## config.mk

```make
export PLATFORM = sky130hd
export DESIGN_NAME = seq_det_ctrl_flat
export DESIGN_NICKNAME = d
export VERILOG_FILES = /design/src/rtl/seq_det_pkg.sv /design/src/rtl/seq_det_if.sv /design/src/rtl/seq_det_ctrl_pat_match.sv /design/src/rtl/seq_det_ctrl.sv /design/src/flat_wrapper.sv
export SDC_FILE = /design/constraint.sdc
export NUM_CORES = 1
export LEC_CHECK = 0
export ABC_AREA = 0
export CAP_MARGIN = 20
export CORE_MARGIN = 3
export CORE_UTILIZATION = 45
export CTS_BUF_LIST = sky130_fd_sc_hd__clkbuf_16
export DETAILED_ROUTE_END_ITERATION = 7
export GPL_TIMING_DRIVEN = 0
export MAX_ROUTING_LAYER = met4
export PLACE_DENSITY_LB_ADDON = 0.05
export SKIP_CTS_REPAIR_TIMING = 1
export SYNTH_ARGS = -nofsm -noshare
export SYNTH_HDL_FRONTEND = slang
export SYNTH_SLANG_ARGS = --single-unit
export TNS_END_PERCENT = 30
```

## constraint.sdc

```tcl
create_clock -name clk -period 2.1 [get_ports clk]
set_input_delay 0.42 -clock clk [delete_from_list [all_inputs] [get_ports clk]]
set_output_delay 0.42 -clock clk [all_outputs]
set_load 0.05 [all_outputs]
```

## src/rtl/seq_det_pkg.sv

```systemverilog
// rtl/seq_det_pkg.sv - shared types and limits for the bit-serial pattern detector
package seq_det_pkg;

  typedef enum logic {
    IDLE  = 1'b0,
    SHIFT = 1'b1
  } state_e;

  localparam int PAT_W_MIN = 1;
  localparam int PAT_W_MAX = 8;

endpackage

```

## src/rtl/seq_det_if.sv

```systemverilog
// rtl/seq_det_if.sv - byte input handshake between the source and the detector
interface seq_det_if;

  logic [7:0] in_data;
  logic       in_valid;
  logic       in_ready;

  modport master (output in_data, output in_valid, input in_ready);
  modport slave  (input in_data, input in_valid, output in_ready);

endinterface

```

## src/rtl/seq_det_ctrl_pat_match.sv

```systemverilog
// rtl/seq_det_ctrl_pat_match.sv - overlapping pattern matcher, history shift register plus compare
module pat_match
  import seq_det_pkg::*;
#(
  parameter int PAT_W = 4
) (
  input  logic             clk,
  input  logic             rst,
  input  logic             shift_en_i,
  input  logic             clr_i,
  input  logic             bit_i,
  input  logic [PAT_W-1:0] pat_i,
  output logic             hit_o
);

  localparam int FILL_W = $clog2(PAT_W + 1);
  localparam logic [FILL_W-1:0] FILL_MAX = FILL_W'(PAT_W);

  if (PAT_W < PAT_W_MIN || PAT_W > PAT_W_MAX) begin : g_bad_pat_w
    $error("pat_match: PAT_W out of legal range");
  end

  logic [PAT_W-1:0]  hist_q, hist_d;
  logic [FILL_W-1:0] fill_q, fill_d;

  // hit looks at the post-shift history so the match register sees it one edge later
  always_comb begin
    hist_d = hist_q;
    fill_d = fill_q;
    hit_o  = 1'b0;
    if (clr_i) begin
      hist_d = '0;
      fill_d = '0;
    end else if (shift_en_i) begin
      hist_d = PAT_W'({hist_q, bit_i});
      fill_d = (fill_q == FILL_MAX) ? fill_q : fill_q + FILL_W'(1);
      hit_o  = (fill_d == FILL_MAX) && (hist_d == pat_i);
    end
  end

  always_ff @(posedge clk or negedge rst) begin
    if (!rst) begin
      hist_q <= '0;
      fill_q <= '0;
    end else begin
      hist_q <= hist_d;
      fill_q <= fill_d;
    end
  end

endmodule

```

## src/rtl/seq_det_ctrl.sv

```systemverilog
// rtl/seq_det_ctrl.sv - byte scheduler feeding the pattern matcher MSB-first, with match counter
module seq_det_ctrl
  import seq_det_pkg::*;
#(
  parameter int PAT_W = 4,
  parameter int CNT_W = 8
) (
  input  logic             clk,
  input  logic             rst,
  input  logic             cfg_en,
  input  logic [PAT_W-1:0] cfg_pat,
  seq_det_if.slave         in_if,
  input  logic             cnt_clr,
  output logic             match,
  output logic [CNT_W-1:0] match_cnt,
  output logic             busy
);

  localparam logic [CNT_W-1:0] CNT_MAX = '1;

  state_e           state_q, state_d;
  logic [7:0]       sreg_q, sreg_d;
  logic [2:0]       bit_idx_q, bit_idx_d;
  logic [PAT_W-1:0] pat_q, pat_d;
  logic             match_q;
  logic [CNT_W-1:0] cnt_q;
  logic             in_ready, accept, shift_en, hist_clr, hit;

  // in_ready is gated by rst so the source never sees a handshake during reset
  always_comb begin
    state_d   = state_q;
    sreg_d    = sreg_q;
    bit_idx_d = bit_idx_q;
    pat_d     = pat_q;
    in_ready  = 1'b0;
    shift_en  = 1'b0;
    hist_clr  = 1'b0;
    case (state_q)
      IDLE: begin
        in_ready = rst & cfg_en;
        hist_clr = ~cfg_en;
      end
      SHIFT: begin
        shift_en  = 1'b1;
        bit_idx_d = bit_idx_q - 3'd1;
        in_ready  = rst & cfg_en & (bit_idx_q == 3'd0);
        if (bit_idx_q == 3'd0) begin
          state_d = IDLE;
        end
      end
      default: ;
    endcase
    accept = in_if.in_valid & in_ready;
    if (accept) begin
      sreg_d    = in_if.in_data;
      pat_d     = cfg_pat;
      bit_idx_d = 3'd7;
      state_d   = SHIFT;
    end
  end

  pat_match #(.PAT_W(PAT_W)) u_pat_match (
    .clk        (clk),
    .rst        (rst),
    .shift_en_i (shift_en),
    .clr_i      (hist_clr),
    .bit_i      (sreg_q[bit_idx_q]),
    .pat_i      (pat_q),
    .hit_o      (hit)
  );

  always_ff @(posedge clk or negedge rst) begin
    if (!rst) begin
      state_q   <= IDLE;
      sreg_q    <= '0;
      bit_idx_q <= '0;
      pat_q     <= '0;
      match_q   <= 1'b0;
      cnt_q     <= '0;
    end else begin
      state_q   <= state_d;
      sreg_q    <= sreg_d;
      bit_idx_q <= bit_idx_d;
      pat_q     <= pat_d;
      match_q   <= hit;
      if (cnt_clr) begin
        cnt_q <= '0;
      end else if (match_q && cnt_q != CNT_MAX) begin
        cnt_q <= cnt_q + CNT_W'(1);
      end
    end
  end

  assign in_if.in_ready = in_ready;
  assign match          = match_q;
  assign match_cnt      = cnt_q;
  assign busy           = (state_q == SHIFT);

endmodule
```

## src/flat_wrapper.sv

```systemverilog
// flat-port wrapper written by rule: the top's interface ports become plain ports
module seq_det_ctrl_flat import seq_det_pkg::*;
#(
  parameter int PAT_W = 4,
  parameter int CNT_W = 8
)
  (clk, rst, cfg_en, cfg_pat, cnt_clr, match, match_cnt, busy, in_if_in_data, in_if_in_valid, in_if_in_ready);
  seq_det_if in_if_i ();
  input  logic clk;
  input  logic rst;
  input  logic cfg_en;
  input  logic [PAT_W-1:0] cfg_pat;
  input  logic cnt_clr;
  output logic match;
  output logic [CNT_W-1:0] match_cnt;
  output logic busy;
  input wire logic [$bits(in_if_i.in_data)-1:0] in_if_in_data;
  input wire logic [$bits(in_if_i.in_valid)-1:0] in_if_in_valid;
  output wire logic [$bits(in_if_i.in_ready)-1:0] in_if_in_ready;
  assign in_if_i.in_data = in_if_in_data;
  assign in_if_i.in_valid = in_if_in_valid;
  assign in_if_in_ready = in_if_i.in_ready;
  seq_det_ctrl #(.PAT_W(PAT_W), .CNT_W(CNT_W)) u_core (.clk(clk), .rst(rst), .cfg_en(cfg_en), .cfg_pat(cfg_pat), .in_if(in_if_i), .cnt_clr(cnt_clr), .match(match), .match_cnt(match_cnt), .busy(busy));
endmodule
```

==> metrics, run 1 <==
CP cell instances=clkdlybuf4s50_1; Pleak=between 0.8 and 0.9 nW; die width=around 64 um; global-route usage over all layers=around 17%; pin count of the biggest net entering global routing=35; Inserted Clock Buffers=5; number of global-route vias before repair=1,117; initial antenna violation count=0; Synth Area in XOR/XNOR=5.22%; Syn Inst Count=132; CTS Buffer Depth=2; CP peak stage delay=860 ps; Distinct cells, synth=28; routing usage on met3=4.22%; Slew HR=51.9%; final setup margin=slightly below 90 ps; clock-pin slew on the worst setup and hold paths=about 50 ps; crit path capture type=output pin; total global routing overflow=0; routed len/inst=13.7 um; Initial DRT Pass Iterations=4; # rows=20; final setup TNS=0 ps; die height=63.9 um; met1 GRT Util=20.3%; CP Buf/Inv Count=1; status=finished, final reports clean; Required @ worst endpoint=1680 ps; Root Buffer=clkbuf_16; Mapped Avg Cell Area=11.4 um2; Simple-Gate Fraction of Synth Area=14.3%; Area Growth Syn to Fin=29.7%; Mapped Nets=154; met2 GRT Util=between 20% and 30%; placed cells=202; GP Congestion=0.801; critical path startpoint category=flop; IO Port Bufs=26; DRC errors left=0; fmax=497 MHz; post-synthesis mux area share=14.4%; RSZ-0062 raised after global routing=false; register bit total from synthesis=31; yosys warns=0; fraction of layout cells with a size suffix above 1=roughly an eighth; Synth Cell Area=around 1500 um2; worst clock skew=1.45 ps; HPWL Detailed=2100 um; IO Pins=28; Via density=roughly 5.2; Max Cap Viol=0; Die Area=4090 um2; post-synthesis adder-cell area fraction=4.14%; dpl ws=-437 ps; Fin. Hold Viols=0; Setup violations, final=0; main combinational cell family by area after synthesis=multiplexers; Crit Path Category=flop to output pin; floorplan core area=3130 um2; via count=between 1,000 and 1,500; sequential area share after synthesis=51.4%; slowest CP cell=clkdlybuf4s50_1; final cell count without fillers=210; clock latency on the worst-skew pair=260 ps; worst hold path type=primary input to asynchronous set/reset pin; post-route ant nets=0; min Tclk post-route=around 2000 ps; crit path DAT=1590 ps; total power divided by cell area=1260 nW/um2; Initial Utilization=48.3%; DR iter-0 viols=96; Max Slew Vio Count=0; htree depth=2; CTS sink cnt=31; GRT busiest layer=met2; Worst Tran Pin Value=722 ps; Total Nets Final=187; final design utilization=62.6%; diodes inserted=0; largest fanout on the critical path=7; Tcrit/Tclk final=95.8%; global-route wire length before repair=~5100 um; TritonCTS clock tree=yes; Peak supply drop=0.000692 V; total wire length=roughly 2900 um; post-synthesis compound-gate area fraction=7.54%; reg-to-reg startpoint=u_core.bit_idx_q[0]; delay-heaviest family, CP=buffers and inverters; crit path from=u_core.busy
==> sequential cells by signal (all words and copies together), names as in the netlist <==
name,flops
u_core.pat_q,4
u_core.sreg_q,8
u_core.u_pat_match.hist_q,3
u_core.bit_idx_q,3
u_core.match_cnt,8
u_core.u_pat_match.fill_q,3
u_core.busy,1
u_core.match,1
==> where the power goes <==
group / switching [mW] / total (mW) / internal (mW)
clock: 0.228 / 0.653 / 0.425
combinational: 0.387 / 0.820 / 0.434
sequential: 0.181 / 0.993 / 0.813
total: 0.796 / 2.47 / 1.67
==> metrics by stage <==
stage | hold WS (ps) | power, mW | instance area (um2)
floorplan | 124 | 1.59 | 1510
global placement | 485 | 1.77 | 1830
detailed placement | 489 | 1.82 | 1820
CTS | 239 | 2.49 | 1960
global route | 272 | 2.64 | 1960
finish | 209 | 2.47 | 1960
==> worst paths after layout <==
path                                                endpoint  cells after the start  slack (ps)
worst min-delay path                     u_core.match_cnt[6]                      1         210
worst max register to register               u_core.pat_q[3]                      7         220
max in group asynchronous       u_core.u_pat_match.fill_q[2]                      1        1430
min in group clk                            u_core.sreg_q[0]                      1         500
worst min register to register              u_core.sreg_q[0]                      1         500
worst max-delay path                                    busy                      1          90
==> kinds of logic (layout without fill, tap and decap cells) <==
group	Yosys count	after routing
and+or+nand+nor	41	41
DFF	31	31
AOI/OAI and AO/OA	18	18
muxes	17	17
buffers and inverters	11	45
xor gates and xnor gates	9	9
adders and majority gates	5	5
==> cell type report <==
type,instances,area (um2)
timing repair buffer,26,253
tap,44,55.1
multi-input combinational,90,693
buffer,3,15.0
clock inverter,3,11.3
fill,265,1170
sequential,31,776
clock buffer,5,125
inverter,8,30.0
==> layer usage <==
layer,share of wire [%],vias up
li1,-,535
met1,43,532
met2,51,27
met3,5.5,2
met4,0.66,0
met5,0,-
==> cells in the final DEF, fill, tap and decap left out, drive strengths merged <==
master / Yosys / final
a211oi: 1 / 1
a21oi: 3 / 3
a22o: 3 / 3
a31oi: 1 / 1
and3: 4 / 4
and4: 2 / 2
buf: 2 / 3
clkbuf: 1 / 7
clkdlybuf4s50: 0 / 24
clkinv: 0 / 2
dfrtp: 31 / 31
ha: 5 / 5
inv: 8 / 9
mux2: 12 / 12
mux2i: 3 / 3
mux4: 2 / 2
nand2: 12 / 12
nand3: 3 / 3
nand3b: 4 / 4
nand4: 4 / 4
nor2: 8 / 8
nor2b: 1 / 1
nor3: 2 / 2
nor4: 1 / 1
o211ai: 2 / 2
o21ai: 7 / 7
o31a: 1 / 1
xnor2: 5 / 5
xor2: 4 / 4
==> cell usage after synthesis <==
library cell  count  area share, %
nand3_1           3           0.99
xnor2_1           5            2.9
a22o_1            3            1.7
nor2_1            8            2.0
a31oi_1           1           0.41
nor4_2            1           0.83
nand2_1          12            3.0
buf_1             1           0.25
o31a_1            1           0.58
o21ai_0           7            2.3
mux2i_1           3            2.0
ha_1              5            4.1
a211oi_1          1           0.50
nand3b_1          4            2.0
xor2_1            4            2.3
dfrtp_1          31             51
mux2_2           12            8.9
buf_4             1           0.50
nor3_1            2           0.66
nand4_1           4            1.7
and4_1            2            1.2
inv_1             8            2.0
and3_1            4            1.7
a21oi_1           3           0.99
o211ai_1          2           0.99
clkbuf_1          1           0.25
nor2b_1           1           0.41
mux4_1            2            3.5
No activity file was read; power rests on OpenSTA's default activity.
==> run 2, diff against run 1 <==
--- a/config.mk
+++ b/config.mk
@@ -8,5 +8,6 @@
 export ABC_AREA = 0
 export CAP_MARGIN = 20
-export CORE_MARGIN = 3
+export CORE_ASPECT_RATIO = 1.25
+export CORE_MARGIN = 4
 export CORE_UTILIZATION = 45
 export CTS_BUF_LIST = sky130_fd_sc_hd__clkbuf_16
==> constraint.sdc (replaced) <==
create_clock -name clk -period 2.1 [get_ports clk]
set_input_delay 0.42 -clock clk [delete_from_list [all_inputs] [get_ports clk]]
set_output_delay 0.42 -clock clk [all_outputs]
set_load 0.01 [all_outputs]
==> metrics, run 2 (synthesized netlist as in run 1, its figures left out) <==
metal2 WL=1450 um (about the same); Peak supply drop=0.000786 V (+14%); largest fanout on the critical path=4 (-3); number of global-route vias before repair=1,072 (-4.0%); min Tclk post-route=1920 ps (-96.5 ps); dpl ws=-184 ps (+253 ps); Total Nets Final=187 (unchanged); post-route ant nets=0 (unchanged); crit path DAT=1500 ps (-90 ps); sw power=0.745 mW (-6.4%); Slew HR=51.9% (about the same); Comb pwr share=31.9% (-1.4 points); R2R setup slack=220 ps (about the same); Inserted Clock Buffers=5 (unchanged); global-route wire length before repair=4840 um (-4.9%); met1 wire length=1210 um (-2.3%); clock group share of total power=27.0% (+0.5 points); total wire length=2890 um (+0.77%); most common cell after layout, fill and taps aside=dfrtp_1; HPWL Detailed=2070 um (-1.5%); pin count of the biggest net entering global routing=35 (unchanged); critical path startpoint category=flop; Area Growth Syn to Fin=28.9%; Initial DRT Pass Iterations=4 (unchanged); internal power=1.67 mW (-0.32%); crit path capture type=output pin; Required @ worst endpoint=1680 ps (about the same); Tcrit/Tclk final=91.2% (-4.6 points); reg2reg end=u_core.sreg_q[4]; R2R cell count=7 (unchanged); DR iter-0 viols=18 (-81%); GP Congestion=0.828 (+3.4%); total global routing overflow=0 (unchanged); CTS Buffer Depth=2 (unchanged); Pleak=0.879 nW (+1.4%); CTS sink cnt=31 (unchanged); # rows=23 (+15%); DR WL met3=171 um (+7.5%); die height=72.8 um (+14%); Initial Utilization=46.9% (-1.4 points); TritonCTS clock tree=yes; clock latency on the worst-skew pair=270 ps (about the same); Max Cap Viol=0 (unchanged); clock-pin slew on the worst setup and hold paths=50 ps (about the same); worst clock skew=4.99 ps (+3.54 ps); fraction of layout cells with a size suffix above 1=12.8% (-0.45 points); floorplan core area=3220 um2 (+3.0%); Worst Tran Pin Value=722 ps (+0.264 ps); Sw Ratio=30.9% (-1.4 points); Max Slew Vio Count=0 (unchanged); die width=59.8 um (-6.4%); total power divided by cell area=1240 nW/um2 (-1.7%); DRC errors left=0 (unchanged); final design utilization=60.4% (-2.2 points); IO Pins=28 (unchanged); global-route usage over all layers=15.9% (-0.64 points); Root Buffer=clkbuf_16; htree depth=2 (unchanged); via count=1,090 (-0.55%); fmax=522 MHz (+5.0%); final setup margin=185 ps (+96.5 ps); routed len/inst=14.4 um (+5.3%); Setup violations, final=0 (unchanged); reg-to-reg startpoint=u_core.bit_idx_q[0]; RSZ-0062 raised after global routing=false; Crit Path Category=flop to output pin; status=finished, final reports clean; Fin. Hold Viols=0 (unchanged); most frequent cells in the layout=dfrtp_1, clkdlybuf4s50_1, nand2_1, mux2_2, inv_1; worst hold path type=primary input to asynchronous set/reset pin; initial antenna violation count=0 (unchanged); IO Port Bufs=26 (unchanged); Via density=5.42 (+3.9%); highest routed layer=met4; Flop pwr share=41.1% (+0.8 points); Die Area=4350 um2 (+6.5%); diodes inserted=0 (unchanged)
run 2: cell types whose count changed in the layout (fill, tap and decap cells not counted):
cell            change
clkinv_1            -2
clkbuf_4            -1
dlymetal6s2s_1      +1
run 2: critical path, stage by stage, from the launching register on:
cell and delay, ps:
dfrtp_1 430, inv_1 110, ha_1 140, inv_1 40
o21ai_2 160, and3_1 180, dlymetal6s2s_1 170
run 2: routing by layer:
metal  GRT usage, %  vias to the layer above
met2           24.6                       23
met3           6.90                        6
met1           17.4                      526
met4           7.39                        0
li1               -                      535
met5              -                        -
run 2: how the worst max path moves through the flow:
stage / start / endpoint / slack [ps] / cells past startpoint
2_1_floorplan: u_core.bit_idx_q[0] / u_core.pat_q[0] / 300 / 7
3_3_place_gp: rst / in_if_in_ready / -1120 / 3
3_5_place_dp: rst / in_if_in_ready / -180 / 3
4_1_cts: u_core.bit_idx_q[0] / in_if_in_ready / -400 / 6
5_1_grt: u_core.bit_idx_q[0] / in_if_in_ready / 70 / 6
6_report: u_core.bit_idx_q[0] / in_if_in_ready / 180 / 6
run 2: area by class of cell:
cell class,instances,area (um2)
fill,271,1280
multi-input combinational,90,693
clock inverter,1,3.75
timing repair buffer,26,258
sequential,31,776
clock buffer,5,125
buffer,3,15.0
tap,37,46.3
inverter,8,30.0
run 2: power by group through the flow:
stage	registers (mW)	clock network (mW)	logic (mW)
after floorplan	0.950	0	0.597
after global placement	0.984	0	0.748
after detailed placement	0.992	0	0.774
after CTS	0.987	0.665	0.780
after global routing	1.02	0.698	0.871
final	0.990	0.651	0.769
run 2: through the flow:
stage | hold WS (ps) | power (mW) | instances | instance area (um2) | setup TNS [ps]
after floorplan | 124 | 1.55 | 132 | 1510 | 0
after global placement | 481 | 1.73 | 195 | 1820 | -14170
after detailed placement | 493 | 1.77 | 195 | 1810 | -608
after CTS | 231 | 2.43 | 201 | 1940 | -397
after global routing | 266 | 2.59 | 201 | 1950 | 0
final | 203 | 2.41 | 201 | 1950 | 0
==> run 3, diff against run 2 <==
- CAP_MARGIN: 20 -> not set
==> results of run 3 <==
Same layout as run 2: the final DEF is identical, and so are final timing and power.
